### src/rtl/iomem_pkg.sv
// Shared types and default SoC address map for the picosoc iomem fabric.
package iomem_pkg;

  typedef enum logic [1:0] {
    ST_IDLE,
    ST_WAIT,
    ST_RESP,
    ST_ERR
  } state_e;

  localparam logic [31:0] ERR_DATA_DEFAULT = 32'hFFFF_FFFF;

  // Slave 0 is the SPI flash config window; GPIO/RNG are single registers, RAM a 256-byte page
  localparam logic [31:0] SPIMEM_CFG_BASE = 32'h0200_0000;
  localparam logic [31:0] GPIO_BASE       = 32'h0300_0000;
  localparam logic [31:0] RNG_BASE        = 32'h0300_1000;
  localparam logic [31:0] RAM_BASE        = 32'h0300_2000;

  localparam logic [31:0] MASK_WORD16  = 32'hFFFF_FFF0;
  localparam logic [31:0] MASK_EXACT   = 32'hFFFF_FFFF;
  localparam logic [31:0] MASK_PAGE256 = 32'hFFFF_FF00;

  localparam logic [127:0] DEFAULT_BASE_ADDRS =
    {RAM_BASE, RNG_BASE, GPIO_BASE, SPIMEM_CFG_BASE};
  localparam logic [127:0] DEFAULT_ADDR_MASKS =
    {MASK_PAGE256, MASK_EXACT, MASK_EXACT, MASK_WORD16};

  function automatic int width_min1(input int n);
    return (n < 1) ? 1 : n;
  endfunction

endpackage

### src/rtl/iomem_fabric_if.sv
// iomem bus bundle: master modport is the CPU/peripheral side, slave modport is the fabric.
interface iomem_fabric_if #(
  parameter int NUM_SLAVES = 4,
  parameter int DATA_W     = 32,
  parameter int ADDR_W     = 32
);

  logic                         m_valid;
  logic                         m_ready;
  logic [DATA_W/8-1:0]          m_wstrb;
  logic [ADDR_W-1:0]            m_addr;
  logic [DATA_W-1:0]            m_wdata;
  logic [DATA_W-1:0]            m_rdata;
  logic [NUM_SLAVES-1:0]        s_valid;
  logic [NUM_SLAVES-1:0]        s_ready;
  logic [DATA_W/8-1:0]          s_wstrb;
  logic [ADDR_W-1:0]            s_addr;
  logic [DATA_W-1:0]            s_wdata;
  logic [NUM_SLAVES*DATA_W-1:0] s_rdata;
  logic                         bus_err;
  logic [7:0]                   err_count;

  modport master (
    output m_valid, m_wstrb, m_addr, m_wdata, s_ready, s_rdata,
    input  m_ready, m_rdata, s_valid, s_wstrb, s_addr, s_wdata, bus_err, err_count
  );

  modport slave (
    input  m_valid, m_wstrb, m_addr, m_wdata, s_ready, s_rdata,
    output m_ready, m_rdata, s_valid, s_wstrb, s_addr, s_wdata, bus_err, err_count
  );

endinterface

### src/rtl/iomem_addr_decode.sv
// Combinational base/mask address match; the lowest matching slave index wins.
module iomem_addr_decode
  import iomem_pkg::*;
#(
  parameter int                           NUM_SLAVES = 4,
  parameter int                           ADDR_W     = 32,
  parameter int                           IDX_W      = 2,
  parameter logic [NUM_SLAVES*ADDR_W-1:0] BASE_ADDRS = DEFAULT_BASE_ADDRS,
  parameter logic [NUM_SLAVES*ADDR_W-1:0] ADDR_MASKS = DEFAULT_ADDR_MASKS
) (
  input  logic [ADDR_W-1:0] i_addr,
  output logic              o_hit,
  output logic [IDX_W-1:0]  o_idx
);

  always_comb begin
    // NOTE: defaults first so every path assigns both outputs and no latch is inferred.
    o_hit = 1'b0;
    o_idx = '0;
    // Scan high to low so the lowest matching index is written last.
    for (int i = NUM_SLAVES - 1; i >= 0; i--) begin
      if ((i_addr & ADDR_MASKS[i*ADDR_W +: ADDR_W]) ==
          (BASE_ADDRS[i*ADDR_W +: ADDR_W] & ADDR_MASKS[i*ADDR_W +: ADDR_W])) begin
        o_hit = 1'b1;
        o_idx = IDX_W'(i);
      end
    end
  end

endmodule

### src/rtl/iomem_fabric.sv
// picosoc iomem interconnect: latched request, one-hot slave select, timeout and error response.
module iomem_fabric
  import iomem_pkg::*;
#(
  parameter int                           NUM_SLAVES     = 4,
  parameter int                           DATA_W         = 32,
  parameter int                           ADDR_W         = 32,
  parameter logic [NUM_SLAVES*ADDR_W-1:0] BASE_ADDRS     = DEFAULT_BASE_ADDRS,
  parameter logic [NUM_SLAVES*ADDR_W-1:0] ADDR_MASKS     = DEFAULT_ADDR_MASKS,
  parameter int                           TIMEOUT_CYCLES = 255,
  parameter logic [DATA_W-1:0]            ERR_DATA       = ERR_DATA_DEFAULT
) (
  input logic           clk_i,
  input logic           rst_i,
  iomem_fabric_if.slave bus
);

  localparam int STRB_W  = DATA_W / 8;
  localparam int IDX_W   = width_min1($clog2(NUM_SLAVES));
  localparam int CNT_W   = width_min1($clog2(TIMEOUT_CYCLES + 1));
  localparam int TO_LAST = (TIMEOUT_CYCLES == 0) ? 0 : TIMEOUT_CYCLES - 1;

  state_e                r_state;
  state_e                w_state_nxt;
  logic                  w_hit;
  logic [IDX_W-1:0]      w_idx;
  logic                  w_accept;
  logic                  w_sel_ready;
  logic                  w_timeout;
  logic [DATA_W-1:0]     w_sel_rdata;
  logic [NUM_SLAVES-1:0] w_s_valid;

  logic [IDX_W-1:0]      r_idx;
  logic [ADDR_W-1:0]     r_s_addr;
  logic [DATA_W-1:0]     r_s_wdata;
  logic [STRB_W-1:0]     r_s_wstrb;
  logic [CNT_W-1:0]      r_wait_cnt;
  logic [DATA_W-1:0]     r_m_rdata;
  logic                  r_m_ready;
  logic                  r_bus_err;
  logic [7:0]            r_err_count;

  iomem_addr_decode #(
    .NUM_SLAVES (NUM_SLAVES),
    .ADDR_W     (ADDR_W),
    .IDX_W      (IDX_W),
    .BASE_ADDRS (BASE_ADDRS),
    .ADDR_MASKS (ADDR_MASKS)
  ) u_decode (
    .i_addr (bus.m_addr),
    .o_hit  (w_hit),
    .o_idx  (w_idx)
  );

  // Responses are registered, so an error response is still on the bus after ERR returns to IDLE.
  assign w_accept    = bus.m_valid && !r_m_ready;
  assign w_sel_ready = bus.s_ready[r_idx];
  assign w_sel_rdata = bus.s_rdata[int'(r_idx)*DATA_W +: DATA_W];
  assign w_timeout   = (TIMEOUT_CYCLES != 0) && (r_wait_cnt == CNT_W'(TO_LAST));

  always_ff @(posedge clk_i or posedge rst_i) begin
    // NOTE: non-blocking assignments so every register samples pre-edge values.
    if (rst_i) r_state <= ST_IDLE;
    else       r_state <= w_state_nxt;
  end

  always_comb begin
    w_state_nxt = r_state;
    w_s_valid   = '0;
    case (r_state)
      ST_IDLE: if (w_accept) w_state_nxt = w_hit ? ST_WAIT : ST_ERR;
      ST_WAIT: begin
        w_s_valid[r_idx] = 1'b1;
        if (w_sel_ready)    w_state_nxt = ST_RESP;
        else if (w_timeout) w_state_nxt = ST_ERR;
      end
      ST_RESP: w_state_nxt = ST_IDLE;
      ST_ERR:  w_state_nxt = ST_IDLE;
      default: w_state_nxt = ST_IDLE;
    endcase
  end

  always_ff @(posedge clk_i or posedge rst_i) begin
    if (rst_i) begin
      r_idx       <= '0;
      r_s_addr    <= '0;
      r_s_wdata   <= '0;
      r_s_wstrb   <= '0;
      r_wait_cnt  <= '0;
      r_m_rdata   <= '0;
      r_m_ready   <= 1'b0;
      r_bus_err   <= 1'b0;
      r_err_count <= '0;
    end else begin
      r_m_ready <= 1'b0;
      r_bus_err <= 1'b0;
      case (r_state)
        ST_IDLE: begin
          r_wait_cnt <= '0;
          if (w_accept) begin
            r_idx     <= w_idx;
            r_s_addr  <= bus.m_addr;
            r_s_wdata <= bus.m_wdata;
            r_s_wstrb <= bus.m_wstrb;
          end
        end
        ST_WAIT: begin
          r_wait_cnt <= r_wait_cnt + CNT_W'(1);
          if (w_sel_ready) begin
            r_m_rdata <= w_sel_rdata;
            r_m_ready <= 1'b1;
          end
        end
        ST_ERR: begin
          r_m_rdata <= ERR_DATA;
          r_m_ready <= 1'b1;
          r_bus_err <= 1'b1;
          if (r_err_count != 8'hFF) r_err_count <= r_err_count + 8'd1;
        end
        default: ;
      endcase
    end
  end

  assign bus.m_ready   = r_m_ready;
  assign bus.m_rdata   = r_m_rdata;
  assign bus.s_valid   = w_s_valid;
  assign bus.s_addr    = r_s_addr;
  assign bus.s_wdata   = r_s_wdata;
  assign bus.s_wstrb   = r_s_wstrb;
  assign bus.bus_err   = r_bus_err;
  assign bus.err_count = r_err_count;

endmodule
### src/flat_wrapper.sv
// flat-port wrapper written by rule: the top's interface ports become plain ports
module iomem_fabric_flat import iomem_pkg::*;
#(
  parameter int                           NUM_SLAVES     = 4,
  parameter int                           DATA_W         = 32,
  parameter int                           ADDR_W         = 32,
  parameter logic [NUM_SLAVES*ADDR_W-1:0] BASE_ADDRS     = DEFAULT_BASE_ADDRS,
  parameter logic [NUM_SLAVES*ADDR_W-1:0] ADDR_MASKS     = DEFAULT_ADDR_MASKS,
  parameter int                           TIMEOUT_CYCLES = 255,
  parameter logic [DATA_W-1:0]            ERR_DATA       = ERR_DATA_DEFAULT
)
  (clk_i, rst_i, bus_m_valid, bus_m_wstrb, bus_m_addr, bus_m_wdata, bus_s_ready, bus_s_rdata, bus_m_ready, bus_m_rdata, bus_s_valid, bus_s_wstrb, bus_s_addr, bus_s_wdata, bus_bus_err, bus_err_count);
  iomem_fabric_if #(.NUM_SLAVES(NUM_SLAVES), .DATA_W(DATA_W), .ADDR_W(ADDR_W)) bus_i ();
  input logic clk_i;
  input logic rst_i;
  input wire logic [$bits(bus_i.m_valid)-1:0] bus_m_valid;
  input wire logic [$bits(bus_i.m_wstrb)-1:0] bus_m_wstrb;
  input wire logic [$bits(bus_i.m_addr)-1:0] bus_m_addr;
  input wire logic [$bits(bus_i.m_wdata)-1:0] bus_m_wdata;
  input wire logic [$bits(bus_i.s_ready)-1:0] bus_s_ready;
  input wire logic [$bits(bus_i.s_rdata)-1:0] bus_s_rdata;
  output wire logic [$bits(bus_i.m_ready)-1:0] bus_m_ready;
  output wire logic [$bits(bus_i.m_rdata)-1:0] bus_m_rdata;
  output wire logic [$bits(bus_i.s_valid)-1:0] bus_s_valid;
  output wire logic [$bits(bus_i.s_wstrb)-1:0] bus_s_wstrb;
  output wire logic [$bits(bus_i.s_addr)-1:0] bus_s_addr;
  output wire logic [$bits(bus_i.s_wdata)-1:0] bus_s_wdata;
  output wire logic [$bits(bus_i.bus_err)-1:0] bus_bus_err;
  output wire logic [$bits(bus_i.err_count)-1:0] bus_err_count;
  assign bus_i.m_valid = bus_m_valid;
  assign bus_i.m_wstrb = bus_m_wstrb;
  assign bus_i.m_addr = bus_m_addr;
  assign bus_i.m_wdata = bus_m_wdata;
  assign bus_i.s_ready = bus_s_ready;
  assign bus_i.s_rdata = bus_s_rdata;
  assign bus_m_ready = bus_i.m_ready;
  assign bus_m_rdata = bus_i.m_rdata;
  assign bus_s_valid = bus_i.s_valid;
  assign bus_s_wstrb = bus_i.s_wstrb;
  assign bus_s_addr = bus_i.s_addr;
  assign bus_s_wdata = bus_i.s_wdata;
  assign bus_bus_err = bus_i.bus_err;
  assign bus_err_count = bus_i.err_count;
  iomem_fabric #(.NUM_SLAVES(NUM_SLAVES), .DATA_W(DATA_W), .ADDR_W(ADDR_W), .BASE_ADDRS(BASE_ADDRS), .ADDR_MASKS(ADDR_MASKS), .TIMEOUT_CYCLES(TIMEOUT_CYCLES), .ERR_DATA(ERR_DATA)) u_core (.clk_i(clk_i), .rst_i(rst_i), .bus(bus_i));
endmodule
### config.mk
export PLATFORM = sky130hd
export DESIGN_NAME = iomem_fabric_flat
export DESIGN_NICKNAME = d
export VERILOG_FILES = /design/src/rtl/iomem_pkg.sv /design/src/rtl/iomem_fabric_if.sv /design/src/rtl/iomem_addr_decode.sv /design/src/rtl/iomem_fabric.sv /design/src/flat_wrapper.sv
export SDC_FILE = /design/constraint.sdc
export NUM_CORES = 1
export LEC_CHECK = 0
export ABC_AREA = 1
export BUFFER_PORTS_ARGS = -buffer_cell sky130_fd_sc_hd__buf_2
export CAP_MARGIN = 40
export CORE_ASPECT_RATIO = 1.1
export CORE_MARGIN = 5
export CORE_UTILIZATION = 42
export CTS_BUF_LIST = sky130_fd_sc_hd__clkbuf_8
export DETAILED_ROUTE_END_ITERATION = 8
export PLACE_DENSITY = 0.84
export SYNTH_ARGS = -nofsm -noshare
export SYNTH_HDL_FRONTEND = slang
export SYNTH_SLANG_ARGS = --single-unit
### constraint.sdc
create_clock -name clk_i -period 4.2 [get_ports clk_i]
set_input_delay 0.84 -clock clk_i [delete_from_list [all_inputs] [get_ports clk_i]]
set_output_delay 0.84 -clock clk_i [all_outputs]
set_load 0.01 [all_outputs]
* After elaboration in Yosys (flattened, before gate mapping)
Index checks and enable logic that the tools add are counted.
Widths: inputs -> output; s select.
** Operators by class
- Reductions and logical operators :: 11
- Div/mod/pow operators :: 0
- $add $sub $neg :: 2
- Mux-type cells :: 24
- Eq/ne operators :: 12
- Shift operators :: 1
- Multiply operators :: 0
- Magnitude comparators :: 2
- Bitwise logic cells :: 0
** Operators by type and width (number)
- $shiftx 128x8->32 :: 1
- $eq 32x26->1 const B :: 2
- $pmux 32 s2 :: 1
- $mux 32 :: 1
- $eq 28x22->1 const B :: 1
- $eq 24x18->1 const B :: 1
- $add 8x1->8 const B :: 2
- $mux 2 :: 8
- $pmux 8 s2 :: 1
- $eq 8x8->1 const B :: 1
- $mux 1 :: 8
- $ne 8x8->1 const B :: 1
- $reduce_and 2->1 :: 4
- $pmux 2 s3 :: 1
- $eq 2x2->1 const B :: 2
- $mux 4 :: 1
- $ne 2x1->1 const B :: 2
- $reduce_bool 2->1 :: 2
- $lt 2x3->1 const B :: 1
- $ne 3x1->1 const B :: 1
- $bmux 1 s2 :: 1
- $demux 1 s2 :: 1
- $eq 2x1->1 const B :: 1
- $ge 2x1->1 const B :: 1
- other kinds (5) :: 6
** Storage, ports and cells
- Bits in registers :: 122
- Bits in read-only memories :: 0
- Logic and storage cells :: 62
- Output and inout port bits :: 114
- RAM bits :: 0
- Bits of input ports :: 203
- Latch bits :: 0
- Memories kept :: 0

* Depth between registers and ports, before layout
- Depth after elaboration :: 8
- Depth in mapped cells :: 9
- Gate-level depth less buffers :: 9

* Hierarchy
From an unflattened synthesis, not the netlist that was laid out.
** Second synthesis, totals
- Cells, all modules :: 829
- Area total of the unflattened synthesis :: 6882.9 sq um
** Modules (own cells, without submodules)
- iomem_fabric :: area an instance 6617.6 sq um, cells an instance 768, sequential area each 3052.9 sq um, times used 1
- iomem_addr_decode :: area an instance 265.3 sq um, cells an instance 61, sequential area each 0.0 sq um, times used 1

* Worst setup path after synthesis
OpenSTA, ideal clock, no wires.
- Kind :: reg-to-output
- Start :: register u_core.r_state[1]
- End :: output bus_s_valid[0]
- Path buffers :: 0
- Slack :: 2.433 ns
- Arrival :: 0.927 ns
- Stages on the path, launching flop included :: 4
- Required time :: 3.360 ns
- Cells stage by stage :: dfrtp_1 nor2_1 inv_1 nor3_1
** Between the ends
- Word-level cells in the longest chain between the ends :: 2
** Ends and longest elaborated chain
- start: declaration :: line iomem_fabric.sv:23 : state_e r_state;
- start signal: assignment :: line iomem_fabric.sv:64 : else r_state <= w_state_nxt;
- $eq 2x1->1 :: line iomem_fabric.sv:70 : case (r_state)
- $mux 4 :: line iomem_fabric.sv:70
- end: declaration :: line flat_wrapper.sv:24 : output wire logic [$bits(bus_i.s_valid)-1:0] bus_s_valid;
No other way between the ends.

* Worst setup path after layout
- Start :: register u_core.r_state[0]
- End :: output bus_s_valid[1]
Same word-level chain as after synthesis.

==> qor.csv <==
stage,metric,value,unit
status,status,completed,
layout,drive_gt1_share,35.1,%
synth,synth_cell_types,29,
grt,grt_pass1_vias,6161,
floorplan,core,0.0139,mm²
synth,ys.flop_type,dfrtp_1,
layout,multi_input_area,0.00249,mm²
synth,synth_top_area_cell,dfrtp_1,
min_path,whs_path_depth,2,
power_and_ir_drop,power.switching,2.00,mW
clocking,insertion_delay,430,ps
floorplan,die_x,123,µm
timing,report.final.slew_viol_count,0,
clocking,clk_pin_slew,80,ps
drt,drc,0,
layout,syn_to_final_growth,36.7,%
timing,fmax,417,MHz
synth,synth_nets,982,
setup_path,crit_type,reg2out,
floorplan,die_h,135,µm
timing,period_share,57.2,%
clocking,cts_root_buf,clkbuf_8,
floorplan,design.die.area,0.0166,mm²
clocking,cts_setup_buffers,0,
timing,setup_viol,0,
power_and_ir_drop,seq_power_share,39.1,%
run,maxCapViolations,0,
grt,grt_max_degree,75,
grt,gr-usage-all-layers,23.5,%
min_path,holdCritStartpoint,u_core.bus.s_addr[3],
setup_path,endpoint_kind,primary output,
grt,overflow,0,
synth,synthesis.area,0.00594,mm²
synth,yosysSeqAreaShare,51.4,%
layout,instances_no_fill,1285,
drt,vias,6337,
setup_path,arrival,1560,ps
placement,placed_area,0.00772,mm²
setup_path,path_max_fanout,7,
power_and_ir_drop,clockPowerShare,20.8,%
layout,nets,1289,
synth,synth_top_area_share,51.4,%
synth,netlist_top_cells_area,"dfrtp_1, nand2_1, inv_1",
floorplan,std_cell_rows,45,
synth,synthCells,776,
setup_path,start_kind,flop,
timing,finalClockSkew,9.48,ps
clocking,numCtsBuffers,17,
layout,fin_area,0.00813,mm²
power_and_ir_drop,leakage,4.44,nW
synth,synthArstFlopShare,100,%
timing,tightest_slew,756,ps
synth,synth-seq-cells,122,
synth,synthTopCellsByCount,"nand2_1, dfrtp_1, inv_1",
setup_path,r2r_slack,1920,ps
power_and_ir_drop,comb_power_share,40.1,%
placement,gp_congestion,0.878,
clocking,cts.path.max_buffers,2,
layout,regArea,0.00305,mm²
min_path,hp-class,reg2reg,
timing,rsz0062_at_grt,false,
drt,vias_per_cell,4.93,
setup_path,cp.required,3360,ps
timing,hold_viol,0,
setup_path,r2r_end,u_core.bus.m_rdata[4],
clocking,post_cts_resize_count,0,
clocking,h-tree-depth,4,
drt,drtIter0Drc,359,
drt,wl_per_cell,15.4,µm
placement,dp_hpwl,15100,µm
drt,firstDrtPassIters,5,
clocking,cts_sinks,122,
floorplan,ioPinCount,317,
clocking,cts_tree,done,
synth,synth_most_common_cell,nand2_1,
power_and_ir_drop,ir_drop,0.000369,V
placement,post-place-cells,1252,
timing,finalCriticalPeriod,2400,ps
grt,antenna_found_initial,3,
grt,grt_pass1_wl,30300,µm
timing,finalSetupTns,0,ps
power_and_ir_drop,powerDensity,621,mW/mm²
min_path,min_to,u_core.bus.s_addr[3],
synth,syn_area_per_cell,7.66,µm²
synth,synth_warnings,0,
synth,synth-edff-count,0,
setup_path,worstReg2RegStart,u_core.r_idx[1],
layout,n_fill_cell,1267,
setup_path,crit_start,u_core.r_state[0],
power_and_ir_drop,p_int,3.04,mW
power_and_ir_drop,switching_share,39.7,%
placement,io_buffers,316,
timing,max-slew-margin-rel,49.6,%
clocking,cts_hold_buf,0,
drt,ant_nets,0,
setup_path,rr_worst_depth,7,
drt,routed_wl,19800,µm
floorplan,start_util,42.9,%
==> critical path: stages, from the launching register on <==
cell and delay (ps):
dfrtp_1 380, inv_1 90, nor2_1 190, inv_1 170, nor3_1 160, buf_2 160
==> logic make-up after synthesis <==
family	synth area share [%]
simple gates	31.5
fa+ha+maj	0.632
buf+inv	6.97
compound gates	8.51
xor+xnor	1.03
flops	51.4
==> state kept, by name (all words and copies together) (netlist names) <==
name,flops
u_core.bus.m_rdata,32
u_core.bus.s_addr,32
u_core.bus.s_wdata,32
u_core.bus.err_count,8
u_core.r_wait_cnt,8
u_core.bus.s_wstrb,4
u_core.r_idx,2
u_core.r_state,2
u_core.bus.bus_err,1
u_core.bus.m_ready,1
==> metal layers <==
layer  vias to the layer above  share of wire [%]  global-route usage, %
met1                      2900                 38                   27.9
met4                         2                2.3                   9.54
met5                         -              0.066                      0
li1                       3063                  -                      -
met3                        30                 12                   8.04
met2                       342                 48                   38.8
==> cell usage in the layout, fill, tap and decap left out, types with 10 or more instances in the layout <==
cell,n
a21oi_1,35
buf_2,316
clkbuf_8,20
dfrtp_1,122
inv_1,57
nand2_1,356
nand2_2,11
nand4_1,34
nor2_1,43
o21ai_0,14
o21ai_1,20
o21ai_2,10
==> layout make-up <==
cell class,instances,area share [%]
timing repair buffer,326,21.3
tap,188,2.89
antenna,2,0.0616
inverter,58,2.71
multi-input combinational,558,30.6
clock buffer,20,3.39
clock inverter,11,1.49
sequential,122,37.6
==> metrics by stage <==
| stage | power (mW) | setup WS, ps | hold WS [ps] | util, % |
|---|---|---|---|---|
| finish | 5.04 | 1800 | 478 | 58.7 |
| global route | 5.43 | 1620 | 488 | 58.7 |
| CTS | 5.10 | 1740 | 480 | 58.6 |
| detailed placement | 4.02 | 1900 | 461 | 55.8 |
| global placement | 3.95 | 1890 | 458 | 55.2 |
| floorplan | 3.17 | 117 | 456 | - |
==> worst max path at each step <==
| stage | to | slack [ps] | cells after the start |
|---|---|---|---|
| 2_1_floorplan | u_core.bus.bus_err | 120 | 1 |
| 3_3_place_gp | u_core.r_idx[0] | 1890 | 7 |
| 3_5_place_dp | u_core.r_idx[0] | 1900 | 7 |
| 4_1_cts | bus_s_valid[1] | 1740 | 5 |
| 5_1_grt | bus_s_valid[1] | 1620 | 5 |
| 6_report | bus_s_valid[1] | 1800 | 5 |
==> power groups by stage <==
| stage | combinational (mW) | clock [mW] | sequential (mW) |
|---|---|---|---|
| global placement | 1.97 | 0 | 1.98 |
| CTS | 2.05 | 1.07 | 1.97 |
| floorplan | 0.981 | 0 | 2.19 |
| detailed placement | 2.06 | 0 | 1.97 |
| global route | 2.26 | 1.13 | 2.04 |
| finish | 2.02 | 1.05 | 1.97 |
(Power assumes the default switching activity.)
